<file path="config.mk">
export PLATFORM = sky130hd
export DESIGN_NAME = led_blink_seq_ctrl_flat
export DESIGN_NICKNAME = d
export VERILOG_FILES = /design/src/rtl/led_blink_seq_ctrl_if.sv /design/src/rtl/led_blink_seq_ctrl.sv /design/src/flat_wrapper.sv
export SDC_FILE = /design/constraint.sdc
export NUM_CORES = 1
export LEC_CHECK = 0
export CORE_ASPECT_RATIO = 0.7
export CORE_UTILIZATION = 35
export DETAILED_ROUTE_END_ITERATION = 8
export HOLD_SLACK_MARGIN = 0.03
export PLACE_DENSITY = 0.62
export SYNTH_ARGS = -nofsm -noshare
export SYNTH_HDL_FRONTEND = slang
export SYNTH_SLANG_ARGS = --single-unit
</file>
<file path="constraint.sdc">
create_clock -name clk -period 2.5 [get_ports clk]
set_input_delay 0.25 -clock clk [delete_from_list [all_inputs] [get_ports clk]]
set_output_delay 0.25 -clock clk [all_outputs]
set_load 0.005 [all_outputs]
</file>
<file path="src/rtl/led_blink_seq_ctrl_if.sv">
// Command handshake bundle for the LED blink sequencer.
// The master (PS/GPIO side) drives cmd_valid/cmd_count and must hold both
// until it sees cmd_valid & cmd_ready on a rising clock edge.
interface led_blink_seq_ctrl_if #(
    parameter int NUM_W = 8
) ();
    logic             cmd_valid;
    logic             cmd_ready;
    logic [NUM_W-1:0] cmd_count;

    modport master (
        output cmd_valid,
        output cmd_count,
        input  cmd_ready
    );

    modport slave (
        input  cmd_valid,
        input  cmd_count,
        output cmd_ready
    );
endinterface

</file>
<file path="src/rtl/led_blink_seq_ctrl.sv">
// LED blink sequencer.
// Accepts a pulse-count command, then drives an active-high pulse train on
// led_drive: PRESCALE enabled cycles ON, PRESCALE enabled cycles OFF, repeated
// cmd_count times, followed by a one-cycle done pulse.
// en=0 freezes the timing only; abort returns to IDLE silently.
// Optional build macro: LED_BLINK_HEARTBEAT_EN adds a slow idle heartbeat on
// led_drive (toggles every 2*PRESCALE enabled cycles while IDLE).
module led_blink_seq_ctrl #(
    parameter int PRESCALE = 25000000,
    parameter int CNT_W    = 25,
    parameter int NUM_W    = 8
) (
    input  logic                 clk,
    input  logic                 rst,
    input  logic                 en,
    input  logic                 abort,
    led_blink_seq_ctrl_if.slave  cmd_if,
    output logic                 led_drive,
    output logic                 busy,
    output logic                 done
);

    typedef enum logic [1:0] {
        ST_IDLE = 2'b00,
        ST_ON   = 2'b01,
        ST_OFF  = 2'b10,
        ST_DONE = 2'b11
    } state_e;

    localparam logic [CNT_W-1:0] PS_LAST  = CNT_W'(PRESCALE - 1);
    localparam logic [CNT_W-1:0] CNT_ZERO = {CNT_W{1'b0}};
    localparam logic [CNT_W-1:0] CNT_ONE  = {{(CNT_W-1){1'b0}}, 1'b1};
    localparam logic [NUM_W-1:0] NUM_ZERO = {NUM_W{1'b0}};
    localparam logic [NUM_W-1:0] NUM_ONE  = {{(NUM_W-1){1'b0}}, 1'b1};

    state_e           state_q, state_d;
    logic [CNT_W-1:0] cnt_q, cnt_d;
    logic [NUM_W-1:0] pcnt_q, pcnt_d;
    logic             led_q, led_d;
    logic             busy_q, busy_d;
    logic             done_q, done_d;
    logic             rdy_q, rdy_d;

    logic             accept_s;
    logic             ps_last_s;
    logic             hb_led_s;

    // cmd_ready is the registered "will be idle" flag, masked combinationally by abort
    assign cmd_if.cmd_ready = rdy_q & ~abort;
    assign accept_s         = cmd_if.cmd_valid & cmd_if.cmd_ready;
    assign ps_last_s        = (cnt_q == PS_LAST);

    assign led_drive = led_q;
    assign busy      = busy_q;
    assign done      = done_q;

    // State register
    always_ff @(posedge clk or posedge rst) begin
        if (rst) begin
            state_q <= ST_IDLE;
        end else begin
            state_q <= state_d;
        end
    end

    // Next-state and counter update; abort outranks en and phase ends
    always_comb begin
        state_d = state_q;
        cnt_d   = cnt_q;
        pcnt_d  = pcnt_q;
        case (state_q)
            ST_IDLE: begin
                if (accept_s) begin
                    cnt_d = CNT_ZERO;
                    if (cmd_if.cmd_count != NUM_ZERO) begin
                        state_d = ST_ON;
                        pcnt_d  = cmd_if.cmd_count;
                    end else begin
                        state_d = ST_DONE;
                        pcnt_d  = NUM_ZERO;
                    end
                end else begin
                    state_d = ST_IDLE;
                end
            end
            ST_ON: begin
                if (abort) begin
                    state_d = ST_IDLE;
                    cnt_d   = CNT_ZERO;
                    pcnt_d  = NUM_ZERO;
                end else if (en) begin
                    if (ps_last_s) begin
                        cnt_d   = CNT_ZERO;
                        state_d = ST_OFF;
                    end else begin
                        cnt_d = cnt_q + CNT_ONE;
                    end
                end else begin
                    state_d = ST_ON;
                end
            end
            ST_OFF: begin
                if (abort) begin
                    state_d = ST_IDLE;
                    cnt_d   = CNT_ZERO;
                    pcnt_d  = NUM_ZERO;
                end else if (en) begin
                    if (ps_last_s) begin
                        cnt_d  = CNT_ZERO;
                        pcnt_d = pcnt_q - NUM_ONE;
                        // Last pulse finished when the count we are leaving is one
                        if (pcnt_q == NUM_ONE) begin
                            state_d = ST_DONE;
                        end else begin
                            state_d = ST_ON;
                        end
                    end else begin
                        cnt_d = cnt_q + CNT_ONE;
                    end
                end else begin
                    state_d = ST_OFF;
                end
            end
            ST_DONE: begin
                // Leaves after one cycle regardless of en or abort
                state_d = ST_IDLE;
                cnt_d   = CNT_ZERO;
                pcnt_d  = NUM_ZERO;
            end
            default: begin
                state_d = ST_IDLE;
                cnt_d   = CNT_ZERO;
                pcnt_d  = NUM_ZERO;
            end
        endcase
    end

    // Output decode from the next state so every output is a clean flop
    always_comb begin
        led_d  = 1'b0;
        busy_d = 1'b0;
        done_d = 1'b0;
        rdy_d  = 1'b0;
        case (state_d)
            ST_IDLE: begin
                led_d = hb_led_s;
                rdy_d = 1'b1;
            end
            ST_ON: begin
                led_d  = 1'b1;
                busy_d = 1'b1;
            end
            ST_OFF: begin
                busy_d = 1'b1;
            end
            ST_DONE: begin
                done_d = 1'b1;
            end
            default: begin
                led_d  = 1'b0;
                busy_d = 1'b0;
                done_d = 1'b0;
                rdy_d  = 1'b0;
            end
        endcase
    end

    // Counter and output registers
    always_ff @(posedge clk or posedge rst) begin
        if (rst) begin
            cnt_q  <= CNT_ZERO;
            pcnt_q <= NUM_ZERO;
            led_q  <= 1'b0;
            busy_q <= 1'b0;
            done_q <= 1'b0;
            rdy_q  <= 1'b0;
        end else begin
            cnt_q  <= cnt_d;
            pcnt_q <= pcnt_d;
            led_q  <= led_d;
            busy_q <= busy_d;
            done_q <= done_d;
            rdy_q  <= rdy_d;
        end
    end

`ifdef LED_BLINK_HEARTBEAT_EN
    localparam int            HB_W    = CNT_W + 1;
    localparam logic [HB_W-1:0] HB_LAST = HB_W'(2 * PRESCALE - 1);
    localparam logic [HB_W-1:0] HB_ZERO = {HB_W{1'b0}};
    localparam logic [HB_W-1:0] HB_ONE  = {{(HB_W-1){1'b0}}, 1'b1};

    logic [HB_W-1:0] hb_cnt_q, hb_cnt_d;
    logic            hb_ph_q, hb_ph_d;

    // Heartbeat runs only while staying in IDLE; anything else restarts it dark
    always_comb begin
        hb_cnt_d = hb_cnt_q;
        hb_ph_d  = hb_ph_q;
        if ((state_q == ST_IDLE) && !abort && !accept_s) begin
            if (en) begin
                if (hb_cnt_q == HB_LAST) begin
                    hb_cnt_d = HB_ZERO;
                    hb_ph_d  = ~hb_ph_q;
                end else begin
                    hb_cnt_d = hb_cnt_q + HB_ONE;
                end
            end else begin
                hb_cnt_d = hb_cnt_q;
                hb_ph_d  = hb_ph_q;
            end
        end else begin
            hb_cnt_d = HB_ZERO;
            hb_ph_d  = 1'b0;
        end
    end

    // Heartbeat registers
    always_ff @(posedge clk or posedge rst) begin
        if (rst) begin
            hb_cnt_q <= HB_ZERO;
            hb_ph_q  <= 1'b0;
        end else begin
            hb_cnt_q <= hb_cnt_d;
            hb_ph_q  <= hb_ph_d;
        end
    end

    assign hb_led_s = hb_ph_d;
`else
    assign hb_led_s = 1'b0;
`endif

endmodule

</file>
<file path="src/flat_wrapper.sv">
// flat-port wrapper written by rule: the top's interface ports become plain ports
module led_blink_seq_ctrl_flat 
#(
    parameter int PRESCALE = 25000000,
    parameter int CNT_W    = 25,
    parameter int NUM_W    = 8
)
  (clk, rst, en, abort, led_drive, busy, done, cmd_if_cmd_valid, cmd_if_cmd_count, cmd_if_cmd_ready);
  led_blink_seq_ctrl_if #(.NUM_W(NUM_W)) cmd_if_i ();
  input  logic clk;
  input  logic rst;
  input  logic en;
  input  logic abort;
  output logic led_drive;
  output logic busy;
  output logic done;
  input wire logic [$bits(cmd_if_i.cmd_valid)-1:0] cmd_if_cmd_valid;
  input wire logic [$bits(cmd_if_i.cmd_count)-1:0] cmd_if_cmd_count;
  output wire logic [$bits(cmd_if_i.cmd_ready)-1:0] cmd_if_cmd_ready;
  assign cmd_if_i.cmd_valid = cmd_if_cmd_valid;
  assign cmd_if_i.cmd_count = cmd_if_cmd_count;
  assign cmd_if_cmd_ready = cmd_if_i.cmd_ready;
  led_blink_seq_ctrl #(.PRESCALE(PRESCALE), .CNT_W(CNT_W), .NUM_W(NUM_W)) u_core (.clk(clk), .rst(rst), .en(en), .abort(abort), .cmd_if(cmd_if_i), .led_drive(led_drive), .busy(busy), .done(done));
endmodule
</file>
==> flow_summary.ini, run 1 <==
[status]
status = complete, no violations

[global_routing]
track_usage = 0.180
grt_max_degree = 40
grt_pass1_wl_um = 9990
grt-ovfl-total = 0
antenna_found_initial = 0
grt_pass1_vias = 1915

[finish]
diodes = 0
syn_to_final_growth_pct = 17.2
layout_common_cells = dfrtp_1 (39), nor2_1 (33), nand2_1 (17)
multi_input_area_um2 = 1380
finalNetCount = 317
final-seq-area_um2 = 976
layout_commonest_cell = dfrtp_1
fillers = 660
drive_above_1_share = 0.0949

[critical_path]
critPathArrivalTime_ns = 2.46
critPathRequiredTime_ns = 2.68
cp-end-kind = register
crit_type = reg2reg
critPathTopFamily = simple AND/OR/NAND/NOR gates
worst_path_max_delay_cell = nor3_1
start_kind = register
max_stage_delay_ns = 0.41
cp.buffers_inverters = 0
crit_top_cell = ha_1
cp_cell_sequence = ha_1, and3_1, nand2_1, nor3_1, mux2_1, and4_1, ha_1
crit_fanout = 5

[cts]
insertion_delay_ns = 0.29
cts_resized = 0
clock_sinks = 39
cts_root_buf = clkbuf_8
cts_buffer_depth = 2
cts_tree = built
cts_buffers = 5
cts_hold_buf = 0
path_clk_slew_ns = 0.08
h-tree-depth = 2
postCtsSetupRepairBufs = 0

[logic_synthesis]
synth_warnings = 0
yosysTopAreaCellShare = 0.403
yosys.area.top_type = dfrtp_1
syn_inst = 268
synth_top_family_by_area = simple AND/OR/NAND/NOR gates
synthAdderAreaFrac = 0.0517
async_flop_share = 1.00
ys_types = 48
synth_ff_type = dfrtp_1
synth_xor_xnor_area_share = 0.0615
synthSimpleGateAreaFrac = 0.297
synthesis.area_um2 = 2420
synth-compound-area-share = 0.138
synth.area.mux_share = 0.0217
syn_nets = 291
synth_edf_count = 0
synth.area.top_cells = dfrtp_1 (40%), xor2_1 (5.4%), ha_1 (5.2%), nor2_1 (5.1%), nand4_1 (3.9%)
synth_area_per_cell_um2 = 9.03
synth_seq_area_share = 0.403
synth-seq-cells = 39

[routing]
drtPass1Iterations = 4
via_per_inst = 5.42
drc_errors = 0
antenna_left = 0
drt-met1-wl_um = 3200
wl_met3_um = 341
initialDrtViolationCount = 162
dr.max_layer_used = met4
wl_per_cell_um = 15.1
routed-wl-met2_um = 2290
num_vias = 2094
routed_wl_um = 5850

[min_path]
hp-class = in2async

[timing]
worst_slew_pin_slew_ns = 0.514
relSlewSlack = 0.654
fin_crit_sh = 0.910
maxSlewViolCount = 0
fin_worst_skew_ns = 0.0109
rsz0062_at_grt = no
fmax_mhz = 439
period_minus_slack_ns = 2.28
setup_viol = 0
final.setup.tns_ns = 0
hold_viol_final = 0

[floorplan]
design.portCount = 17
start_util = 0.375
dieArea_um2 = 7260
rows = 24
core_area_um2 = 6460
die_width_um = 101
die_h_um = 71.6

[job]
max-cap-violations = 0

[pwr]
p_per_area_nw_per_um2 = 484
ir_drop_uv = 179
leakage_nw = 1.15
finalPower_mw = 1.37

[placement]
port_buffers = 16
place_congestion = 0.869
place_hpwl_um = 4410
## routing by layer
layer / global-route usage / vias to the layer above
li1: - / 1040
met1: 0.302 / 997
met2: 0.223 / 55
met3: 0.0420 / 2
met4: 0.0354 / 0
met5: 0 / -
## power breakdown
group / internal, mW / leakage (nW) / total, mW / switching [mW]
Sequential: 0.667 / 0.525 / 0.713 / 0.0456
Combinational: 0.101 / 0.580 / 0.239 / 0.138
Clock: 0.191 / 0.0477 / 0.421 / 0.229
Total: 0.959 / 1.15 / 1.37 / 0.413
## cells in the mapped netlist (3+ instances only)
cell type  number
dfrtp_1        39
nor2_1         33
nand2_1        17
nand4_1        15
xor2_1         15
nand3_1        14
a21oi_1        12
nor3_1         11
ha_1           10
clkbuf_1        8
inv_1           7
nor4_1          7
o31ai_1         7
o21ai_1         6
and3_1          4
and4_1          4
nor2b_1         4
or4_1           4
a22oi_1         3
and2_1          3
mux2i_1         3
nand2b_1        3
nor4b_1         3
o21ai_0         3
o31a_1          3
or3_1           3
## layout make-up
class	instances	share of cell area
Inverter	7	0.00926
Sequential cell	39	0.344
Tap cell	91	0.0401
Timing Repair Buffer	29	0.0909
Clock buffer	5	0.0243
Multi-Input combinational cell	212	0.486
Clock inverter	3	0.00529
## worst paths after layout
path,depth (start not counted),slack [ns],to,start
max,7,0.22,u_core.busy,u_core.cnt_q[1]
min,3,0.37,u_core.state_q[0],rst
max reg2reg,7,0.22,u_core.busy,u_core.cnt_q[1]
min reg2reg,2,0.55,u_core.cnt_q[22],u_core.cnt_q[22]
max in group asynchronous,3,1.77,u_core.cnt_q[16],rst
min in group clk,2,0.55,u_core.cnt_q[22],u_core.cnt_q[22]
## logic make-up (layout without fill, tap and decap cells)
logic type / count (synthesis) / count (layout)
XOR/XNOR: 17 / 17
buffers and inverters: 17 / 44
AND/OR/NAND/NOR: 133 / 133
AO/OA/AOI/OAI: 47 / 47
multiplexers: 5 / 5
flip-flops: 39 / 39
adder cells (fa/ha/maj): 10 / 10
## worst register-to-register path, delay by kind of cell (launching register included)
kind / cells / cell delay, ns
flops: 1 / 0.40
simple gates: 4 / 0.90
mux: 1 / 0.38
fa+ha+maj: 2 / 0.49
## per-stage QoR
stage	std cells	setup WS, ns	instance area (um^2)	hold WS [ns]	util
5_1_grt	386	0.0686	2840	0.444	0.439
4_1_cts	386	0.218	2840	0.393	0.439
3_3_place_gp	378	0.293	2750	0.519	0.426
6_report	386	0.224	2840	0.372	0.439
3_5_place_dp	378	0.266	2750	0.535	0.426
2_1_floorplan	268	0.327	2420	0.415	-
## state kept, by name, indices dropped and copies added (netlist names)
signal,count
u_core.busy,1
u_core.cnt_q,25
u_core.done,1
u_core.led_drive,1
u_core.pcnt_q,8
u_core.rdy_q,1
u_core.state_q,2
Power figures use the tool's default switching activity.
==> run 2: changes to the inputs <==
- ABC_CLOCK_PERIOD_IN_PS: unset -> 2500
- SKIP_LAST_GASP: unset -> 1
==> results of run 2 <==
Same layout as run 1: the final DEF is identical, and so are final timing and power.
==> run 3: changes to the inputs <==
- SETUP_SLACK_MARGIN: unset -> 0.1
==> flow_summary.ini, run 3 (synthesis gave the netlist of run 1 again) <==
[status]
status = complete, no violations

[routing]
wl_per_cell_um = 15.2
drtPass1Iterations = 4
initialDrtViolationCount = 164
via_per_inst = 5.49
antenna_left = 0
drc_errors = 0
num_vias = 2119
routed_wl_um = 5870

[placement]
port_buffers = 16
place_hpwl_um = 4410
place_congestion = 0.869
placed_cells = 378

[timing]
setup_viol = 0
fmax_mhz = 454
worst_slew_pin_slew_ns = 0.514
final.setup.tns_ns = 0
hold_viol_final = 0
period_minus_slack_ns = 2.20
maxSlewViolCount = 0
fin_crit_sh = 0.881
relSlewSlack = 0.654
rsz0062_at_grt = no
fin_worst_skew_ns = 0.0109
whs_ns = 0.373

[critical_path]
r2r_setup_slack_ns = 0.30
cp.buffers_inverters = 0
max_stage_delay_ns = 0.44
critPathArrivalTime_ns = 2.40
cp_cell_sequence = or3_4, or3_1, or4_1, or4_1, o211ai_1
crit_top_cell = or4_1
crit_fanout = 5
crit_type = reg2reg
reg2regPathDepth = 5
critPathRequiredTime_ns = 2.70
start_kind = register
rr_startpoint = u_core.pcnt_q[2]
critPathTopFamily = simple AND/OR/NAND/NOR gates
r2r-end = u_core.pcnt_q[7]
worst_path_max_delay_cell = dfrtp_1
cp-end-kind = register

[cts]
cts_tree = built
path_clk_slew_ns = 0.08
cts_buffers = 5
cts_root_buf = clkbuf_8
h-tree-depth = 2
cts_buffer_depth = 2
clock_sinks = 39
insertion_delay_ns = 0.29
cts_hold_buf = 0

[floorplan]
core_area_um2 = 6460
die_width_um = 101
rows = 24
dieArea_um2 = 7260
die_h_um = 71.6
start_util = 0.375
design.portCount = 17

[pwr]
ir_drop_uv = 179
clkPwrFrac = 0.306
p_sw_mw = 0.414
p_seq_frac = 0.519
finalPower_mw = 1.37
leakage_nw = 1.15
p_int_mw = 0.959
p_per_area_nw_per_um2 = 483
combPwrFrac = 0.174
sw_frac_of_total = 0.301

[global_routing]
track_usage = 0.180
grt-ovfl-total = 0
grt_pass1_wl_um = 9990
antenna_found_initial = 0
grt_pass1_vias = 1915
grt_max_degree = 40

[finish]
reg.largest.list = u_core.cnt_q: 25 flops, u_core.pcnt_q: 8 flops, u_core.state_q: 2 flops
drive_above_1_share = 0.0983
layout_common_cells = dfrtp_1 (39), nor2_1 (33), nand2_1 (17)
layout_commonest_cell = dfrtp_1
finalNetCount = 317
final_cells = 386
largest_reg_flops = 25
diodes = 0
regMostFlops = u_core.cnt_q
syn_to_final_growth_pct = 17.4
fin_util = 0.440

[min_path]
hp-class = in2async

[job]
max-cap-violations = 0
[run 3: cell counts in the layout (fill, tap and decap cells not counted)]
No cell type changed its count.
[run 3: per-stage QoR]
| step | setup slack, ns | area (um^2) |
|---|---|---|
| after floorplan | 0.327 | 2420 |
| after global placement | 0.293 | 2750 |
| after detailed placement | 0.266 | 2750 |
| after CTS | 0.218 | 2840 |
| after global routing | 0.158 | 2840 |
| final | 0.298 | 2840 |
[run 3: routing by layer]
layer / vias to the layer above / wire length, um / GRT usage
met5: - / 0 / 0
met4: 0 / 15 / 0.0354
met3: 2 / 339 / 0.0420
met2: 62 / 2300 / 0.223
met1: 1015 / 3220 / 0.302
li1: 1040 / - / -
[run 3: final cells by class]
| cell class | count | area (um^2) |
|---|---|---|
| inverters | 7 | 26.3 |
| clock buffers | 5 | 68.8 |
| fillers | 659 | 3610 |
| flip-flops and latches | 39 | 976 |
| multi-input cells | 212 | 1380 |
| clock inverters | 3 | 15.0 |
| well taps | 91 | 114 |
| repair buffers | 29 | 258 |
[run 3: repair_timing]
action,in CTS,in global routing
setup buffers,0,0
resized for setup,0,1
setup endpoints to repair,0,1
[run 3: worst max path at each step]
| stage | to | startpoint | cells after the start |
|---|---|---|---|
| floorplan | u_core.pcnt_q[7] | u_core.state_q[0] | 8 |
| global placement | u_core.busy | u_core.cnt_q[0] | 7 |
| detailed placement | u_core.busy | u_core.cnt_q[0] | 7 |
| CTS | u_core.busy | u_core.cnt_q[0] | 7 |
| global route | u_core.pcnt_q[5] | u_core.cnt_q[8] | 5 |
| finish | u_core.pcnt_q[7] | u_core.pcnt_q[2] | 5 |
[run 3: power by group through the flow]
stage | Combinational, mW | Clock (mW) | Sequential (mW)
final | 0.239 | 0.420 | 0.713
after global routing | 0.268 | 0.465 | 0.719
after CTS | 0.238 | 0.435 | 0.710
after detailed placement | 0.236 | 0 | 0.722
after global placement | 0.237 | 0 | 0.722
after floorplan | 0.152 | 0 | 0.708
[run 3: tightest hold or removal path, cell delays in order]
cell             delay [ns]
clkdlybuf4s50_1        0.39
inv_1                  0.05
buf_4                  0.42
